File: config.mk
export PLATFORM = sky130hd
export DESIGN_NAME = gpio_event_bridge
export DESIGN_NICKNAME = d
export VERILOG_FILES = /design/src/rtl/gpio_event_bridge_pkg.sv /design/src/rtl/gpio_bridge_fifo.sv /design/src/rtl/gpio_event_bridge.sv
export SDC_FILE = /design/constraint.sdc
export NUM_CORES = 1
export LEC_CHECK = 0
export CAP_MARGIN = 40
export CORE_ASPECT_RATIO = 0.7
export CORE_UTILIZATION = 53
export CTS_CLUSTER_SIZE = 12
export DETAILED_ROUTE_END_ITERATION = 8
export PLACE_DENSITY = 0.79
export SLEW_MARGIN = 15
export SYNTH_ARGS = -nofsm -noshare
export SYNTH_HDL_FRONTEND = slang
export SYNTH_SLANG_ARGS = --single-unit
File: constraint.sdc
create_clock -name aclk -period 3.36 [get_ports aclk]
set_input_delay 0.672 -clock aclk [delete_from_list [all_inputs] [get_ports aclk]]
set_output_delay 0.672 -clock aclk [all_outputs]
set_load 0.03 [all_outputs]
File: src/rtl/gpio_event_bridge_pkg.sv
// gpio_event_bridge_pkg: shared constants and width helpers for the GPIO event bridge
package gpio_event_bridge_pkg;
   localparam logic [15:0] COALESCE_MAX = 16'hFFFF;
   function automatic int clog2(input int v);
      int r;
      r = 0;
      for (int i = 0; i < 31; i++) if ((1 << i) < v) r = i + 1;
      return r;
   endfunction
   function automatic int ch_bits(input int ch);
      return (ch > 1) ? clog2(ch) : 1;
   endfunction
endpackage

File: src/rtl/gpio_bridge_fifo.sv
// gpio_bridge_fifo: synchronous first-word-fall-through FIFO for change events
module gpio_bridge_fifo
   import gpio_event_bridge_pkg::*;
#(
   parameter int DATA_WIDTH = 8,
   parameter int DEPTH      = 4
) (
   input  logic                  aclk,
   input  logic                  arstn,
   input  logic                  wr_en,
   input  logic [DATA_WIDTH-1:0] din,
   output logic                  full,
   input  logic                  rd_en,
   output logic                  empty,
   output logic [DATA_WIDTH-1:0] dout
);
   localparam int AW = clog2(DEPTH);
   logic [DATA_WIDTH-1:0] r_mem [DEPTH];
   logic [AW:0]           r_wr_ptr, r_rd_ptr;
   assign empty = r_wr_ptr == r_rd_ptr;
   assign full  = (r_wr_ptr[AW] != r_rd_ptr[AW]) && (r_wr_ptr[AW-1:0] == r_rd_ptr[AW-1:0]);
   assign dout  = r_mem[r_rd_ptr[AW-1:0]];
   // Pointer update; the extra MSB distinguishes full from empty
   always_ff @(posedge aclk or negedge arstn) begin
      if (!arstn) begin
         r_wr_ptr <= '0;
         r_rd_ptr <= '0;
      end else begin
         if (wr_en && !full) r_wr_ptr <= r_wr_ptr + 1'b1;
         if (rd_en && !empty) r_rd_ptr <= r_rd_ptr + 1'b1;
      end
   end
   // Storage array, no reset needed since contents are qualified by the pointers
   always_ff @(posedge aclk) begin
      if (wr_en && !full) r_mem[r_wr_ptr[AW-1:0]] <= din;
   end
endmodule

File: src/rtl/gpio_event_bridge.sv
// gpio_event_bridge: GPIO change detector to AXI-Stream events, plus stream-driven GPIO read registers
module gpio_event_bridge
   import gpio_event_bridge_pkg::*;
#(
   parameter int WIDTH       = 32,
   parameter int CHANNELS    = 2,
   parameter int FIFO_DEPTH  = 16,
   parameter int POLL_CYCLES = 0,
   localparam int CH_BITS    = ch_bits(CHANNELS)
) (
   input  logic                      aclk,
   input  logic                      arstn,
   input  logic [CHANNELS*WIDTH-1:0] gpio_write,
   output logic [CHANNELS*WIDTH-1:0] gpio_read,
   output logic [WIDTH-1:0]          m_tdata,
   output logic [CH_BITS-1:0]        m_tuser,
   output logic                      m_tvalid,
   input  logic                      m_tready,
   input  logic [WIDTH-1:0]          s_tdata,
   input  logic [CH_BITS-1:0]        s_tuser,
   input  logic                      s_tvalid,
   output logic                      s_tready,
   output logic [15:0]               coalesce_count,
   output logic                      bad_chan
);
   logic [WIDTH-1:0]          r_gpio_q [CHANNELS];
   logic [WIDTH-1:0]          r_sent   [CHANNELS];
   logic [CHANNELS-1:0]       r_force, w_pending, w_changed;
   logic [CH_BITS-1:0]        r_ptr, w_grant, w_next_ptr;
   logic [31:0]               r_poll_cnt;
   logic [15:0]               r_coal;
   logic [CHANNELS*WIDTH-1:0] r_gpio_read;
   logic                      r_bad;
   logic [4:0]                w_coal_inc;
   logic                      w_found, w_push, w_full, w_empty, w_poll_tc;
   assign w_poll_tc      = (POLL_CYCLES > 0) && (r_poll_cnt == 32'(POLL_CYCLES - 1));
   assign w_push         = w_found && !w_full;
   assign w_next_ptr     = (w_grant == CH_BITS'(CHANNELS - 1)) ? '0 : w_grant + 1'b1;
   assign m_tvalid       = !w_empty;
   assign s_tready       = 1'b1;
   assign gpio_read      = r_gpio_read;
   assign coalesce_count = r_coal;
   assign bad_chan       = r_bad;
   // Pending flags, upcoming input changes and the number of changes that overwrite an unsent value
   always_comb begin
      w_coal_inc = '0;
      for (int c = 0; c < CHANNELS; c++) begin
         w_pending[c] = (r_gpio_q[c] != r_sent[c]) || r_force[c];
         w_changed[c] = gpio_write[c*WIDTH +: WIDTH] != r_gpio_q[c];
         w_coal_inc   = w_coal_inc + 5'(w_changed[c] && w_pending[c] && !(w_push && w_grant == CH_BITS'(c)));
      end
   end
   // Round-robin pick: the lowest offset from the pointer wins, so scan from the far end
   always_comb begin
      w_found = 1'b0;
      w_grant = r_ptr;
      for (int i = CHANNELS - 1; i >= 0; i--) begin
         if (w_pending[(int'(r_ptr) + i) % CHANNELS]) begin
            w_found = 1'b1;
            w_grant = CH_BITS'((int'(r_ptr) + i) % CHANNELS);
         end
      end
   end
   // Input register, last-sent values, poll forces and arbiter pointer
   always_ff @(posedge aclk or negedge arstn) begin
      if (!arstn) begin
         for (int c = 0; c < CHANNELS; c++) begin
            r_gpio_q[c] <= '0;
            r_sent[c]   <= '0;
         end
         r_force <= '0;
         r_ptr   <= '0;
      end else begin
         for (int c = 0; c < CHANNELS; c++) begin
            r_gpio_q[c] <= gpio_write[c*WIDTH +: WIDTH];
            if (w_push && w_grant == CH_BITS'(c)) r_sent[c] <= r_gpio_q[c];
            r_force[c] <= w_poll_tc || (r_force[c] && !(w_push && w_grant == CH_BITS'(c)));
         end
         if (w_push) r_ptr <= w_next_ptr;
      end
   end
   // Free-running poll counter, parked at zero when polling is disabled
   always_ff @(posedge aclk or negedge arstn) begin
      if (!arstn) r_poll_cnt <= '0;
      else r_poll_cnt <= (POLL_CYCLES == 0 || w_poll_tc) ? '0 : r_poll_cnt + 1'b1;
   end
   // Saturating count of overwritten pending values
   always_ff @(posedge aclk or negedge arstn) begin
      if (!arstn) r_coal <= '0;
      else r_coal <= (17'(r_coal) + 17'(w_coal_inc) > 17'(COALESCE_MAX)) ? COALESCE_MAX : r_coal + 16'(w_coal_inc);
   end
   // Read-update sink: valid channels load gpio_read, out-of-range channels set the sticky error
   always_ff @(posedge aclk or negedge arstn) begin
      if (!arstn) begin
         r_gpio_read <= '0;
         r_bad       <= 1'b0;
      end else begin
         for (int c = 0; c < CHANNELS; c++)
            if (s_tvalid && s_tuser == CH_BITS'(c)) r_gpio_read[c*WIDTH +: WIDTH] <= s_tdata;
         if (s_tvalid && 32'(s_tuser) >= 32'(CHANNELS)) r_bad <= 1'b1;
      end
   end
   gpio_bridge_fifo #(.DATA_WIDTH(CH_BITS + WIDTH), .DEPTH(FIFO_DEPTH)) u_fifo (
      .aclk  (aclk),
      .arstn (arstn),
      .wr_en (w_push),
      .din   ({w_grant, r_gpio_q[w_grant]}),
      .full  (w_full),
      .rd_en (m_tvalid && m_tready),
      .empty (w_empty),
      .dout  ({m_tuser, m_tdata})
   );
endmodule

==> results.sh <==
export IMPL_status="finished with violations"
export IMPL_violations="negative setup slack"
export IMPL_cts_buffers=73
export IMPL_synth_seq_cells=749
export IMPL_drv_cap=0
export IMPL_vias=15946
export IMPL_hpwl_mm=43.9
export IMPL_htree_levels=3
export IMPL_post_synth_top_area_fraction_pct=53.2
export IMPL_ir_worst_vdd_uv=1040
export IMPL_slew_headroom_pct=47.2
export IMPL_synth_area_per_cell_um2=20.7
export IMPL_die_x_um=285
export IMPL_clockBufferDepth=3
export IMPL_grt_pass1_vias=16915
export IMPL_overflow=0
export IMPL_fin_crit_ps=3520
export IMPL_synth_edf_count=528
export IMPL_drc=0
export IMPL_r2r_slack_ps=-70
export IMPL_rsz0062_at_grt="true"
export IMPL_synth_fp_nets=1549
export IMPL_drive_above_1_share_pct=35.7
export IMPL_io_pins=217
export IMPL_async_reset_ff_share_pct=29.5
export IMPL_skew_ps=21.4
export IMPL_power_density_nw_per_um2=945
export IMPL_numClockSinks=749
export IMPL_worst_pin_slew_ps=791
export IMPL_utilization_pct=66.6
export IMPL_syn_cell_area_um2=29800
export IMPL_drt_iter0_drc=1676
export IMPL_final_net_count=1949
export IMPL_area_growth_pct=23.9
export IMPL_end_kind="output port"
export IMPL_synth_yosys_seq_area_share_pct=71.8
export IMPL_routed_wl_mm=76.9
export IMPL_required_ps=2690
export IMPL_crit_path_start_kind="register"
export IMPL_yosys_top_cells_area="edfxtp_1, dfrtp_1, mux4_2"
export IMPL_ys_flop_type="edfxtp_1"
export IMPL_num_rows=72
export IMPL_final_setup_worst_slack_ps=-159
export IMPL_grt_max_degree=92
export IMPL_cts_root_buffer="clkbuf_16"
export IMPL_setup_viol=48
export IMPL_crit_type="register to output port"
export IMPL_gp_congestion=0.899
export IMPL_p_leak_nw=13.2
export IMPL_hold_violations=0
export IMPL_finalNonFillerCells=2618
export IMPL_ant_nets=0
export IMPL_synth_cell_types=45
export IMPL_cts_tree="built"
export IMPL_crit_fanout=7
export IMPL_die_area_um2=57200
export IMPL_place_ws_ps=-1010
export IMPL_core_area_um2=55400
export IMPL_die_h_um=200
export IMPL_hold_buffers=0
export IMPL_worst_ep_arrival_time_ps=2850
export IMPL_wl_per_cell_um=29.4
export IMPL_fin_crit_sh_pct=105
export IMPL_drv_slew=0
export IMPL_antenna_found_initial=1
export IMPL_synth_area_leader_cell="edfxtp_1"
export IMPL_grt_usage_pct=27.3
export IMPL_grt_first_pass_wirelength_mm=113
export IMPL_reg2reg_depth=13
export IMPL_postSynthCellCount=1439
export IMPL_worstSkewPairLatency_ps=610
export IMPL_power_total_mw=34.9
export IMPL_first_pass_iters=5
export IMPL_clk_pin_slew_worst_paths_ps=60
export IMPL_synth_warnings=1
export IMPL_via_per_inst=6.09
export IMPL_hold_path_class="input pin to asynchronous set/reset pin"
export IMPL_initial_core_util_pct=53.7
export IMPL_io_buffers=214
export IMPL_dp_cells=2468
export IMPL_max_freq_mhz=284
-- per-layer routing --
layer,vias to the layer above,GRT usage (%),wire length [µm]
met1,8446,38.3,30600
li1,6513,-,-
met5,-,0,0
met4,0,7.39,1750
met3,134,7.35,7380
met2,853,42.7,37200
-- metrics by stage --
stage	TNS [ps]	hold slack [ps]	area, µm²
2_1_floorplan	0	376	29800
6_report	-3630	68.3	36900
3_3_place_gp	-11750	478	33700
5_1_grt	-8780	127	36900
3_5_place_dp	-14530	480	33700
4_1_cts	-2760	101	36600
-- flip-flops by register name (all words and copies together), names as in the netlist --
register         cells
u_fifo.r_mem       528
r_gpio_q            64
r_sent              64
r_ptr                1
u_fifo.r_wr_ptr      5
gpio_read           64
coalesce_count      16
r_force              2
u_fifo.r_rd_ptr      5
-- cell families after synthesis --
group,Yosys count,share of synthesized area (%)
flops,749,71.8
mux,328,19.4
xor+xnor,149,4.38
simple gates,117,2.32
buf+inv,64,1.22
compound gates,20,0.416
fa+ha+maj,10,0.450
other cells,2,0.0252
-- timing repair --
item / 4_1_cts / 5_1_grt
endpoints found under the setup margin: 49 / 148
pin swaps: 10 / 10
gates resized for setup: 96 / 36
cloned: 12 / 4
buffers inserted: 17 / 4
hold endpoints to repair: 0 / 0
-- worst max-delay path, stage by stage, from the launching register on --
cell	delay [ps]
dfrtp_4	450
buf_16	160
buf_16	200
buf_16	160
mux4_2	520
mux4_2	560
buf_6	170
-- where the power goes --
part | switching [mW] | leakage [nW] | internal, mW
clock | 3.36 | 1.00 | 4.11
combinational | 7.23 | 4.84 | 6.72
sequential | 0.878 | 7.40 | 12.6
-- cell usage after synthesis (2+ instances only) --
| library cell | count |
|---|---|
| buf_12 | 3 |
| edfxtp_1 | 528 |
| or3_1 | 2 |
| xnor2_1 | 107 |
| conb_1 | 2 |
| nor2_1 | 4 |
| nand2_1 | 17 |
| xor2_1 | 42 |
| ha_1 | 8 |
| buf_6 | 7 |
| a21oi_1 | 7 |
| nor2b_1 | 6 |
| nand3_1 | 10 |
| and2_1 | 6 |
| dfrtp_1 | 221 |
| nand4_1 | 31 |
| nor4_1 | 11 |
| mux2_1 | 11 |
| o21ai_0 | 5 |
| buf_4 | 3 |
| clkbuf_1 | 27 |
| mux4_2 | 165 |
| buf_2 | 8 |
| buf_1 | 13 |
| nand2b_1 | 3 |
| mux2_4 | 58 |
| and3_1 | 18 |
| nor3_1 | 4 |
| inv_1 | 2 |
| a21o_1 | 2 |
| mux2_2 | 94 |
-- cell type report --
class / instances / area (µm²)
flip-flops and latches: 749 / 21400
fillers: 3462 / 18500
multi-input cells: 627 / 8300
repair buffers: 386 / 4200
clock buffers: 106 / 1990
well taps: 740 / 926
clock inverters: 7 / 85.1
inverters: 2 / 7.51
diodes: 1 / 2.50
-- path summary, 6_finish.rpt --
| path | start | to |
|---|---|---|
| worst min-delay path | arstn | gpio_read[11]$_DFFE_PN0P_ |
| worst max register to register | r_sent[17]$_DFFE_PN0P_ | coalesce_count[10]$_DFF_PN0_ |
| max in group asynchronous | arstn | r_gpio_q[17]$_DFF_PN0_ |
| min in group aclk | gpio_write[52] | r_gpio_q[20]$_DFF_PN0_ |
| worst max-delay path | u_fifo.r_rd_ptr[0]$_DFFE_PN0P_ | m_tdata[8] |
| worst min register to register | u_fifo.r_rd_ptr[4]$_DFFE_PN0P_ | u_fifo.r_rd_ptr[4]$_DFFE_PN0P_ |
-- layout by cell type, fill, tap and decap left out, types with 4 or more instances in the layout --
cell / n
and3_2: 12
mux2_2: 93
buf_8: 4
xnor2_2: 5
ha_1: 5
clkbuf_1: 29
xnor2_1: 102
nand3_1: 8
clkdlybuf4s50_1: 175
clkbuf_16: 77
buf_16: 18
mux2_1: 11
mux2_4: 59
nand4_1: 31
dfrtp_1: 217
nor4_1: 6
edfxtp_1: 528
nor4_2: 5
nor2b_1: 4
buf_12: 20
buf_6: 39
nand2_1: 14
xor2_1: 42
buf_4: 122
mux4_2: 165
clkbuf_8: 4
(Power assumes the default switching activity.)
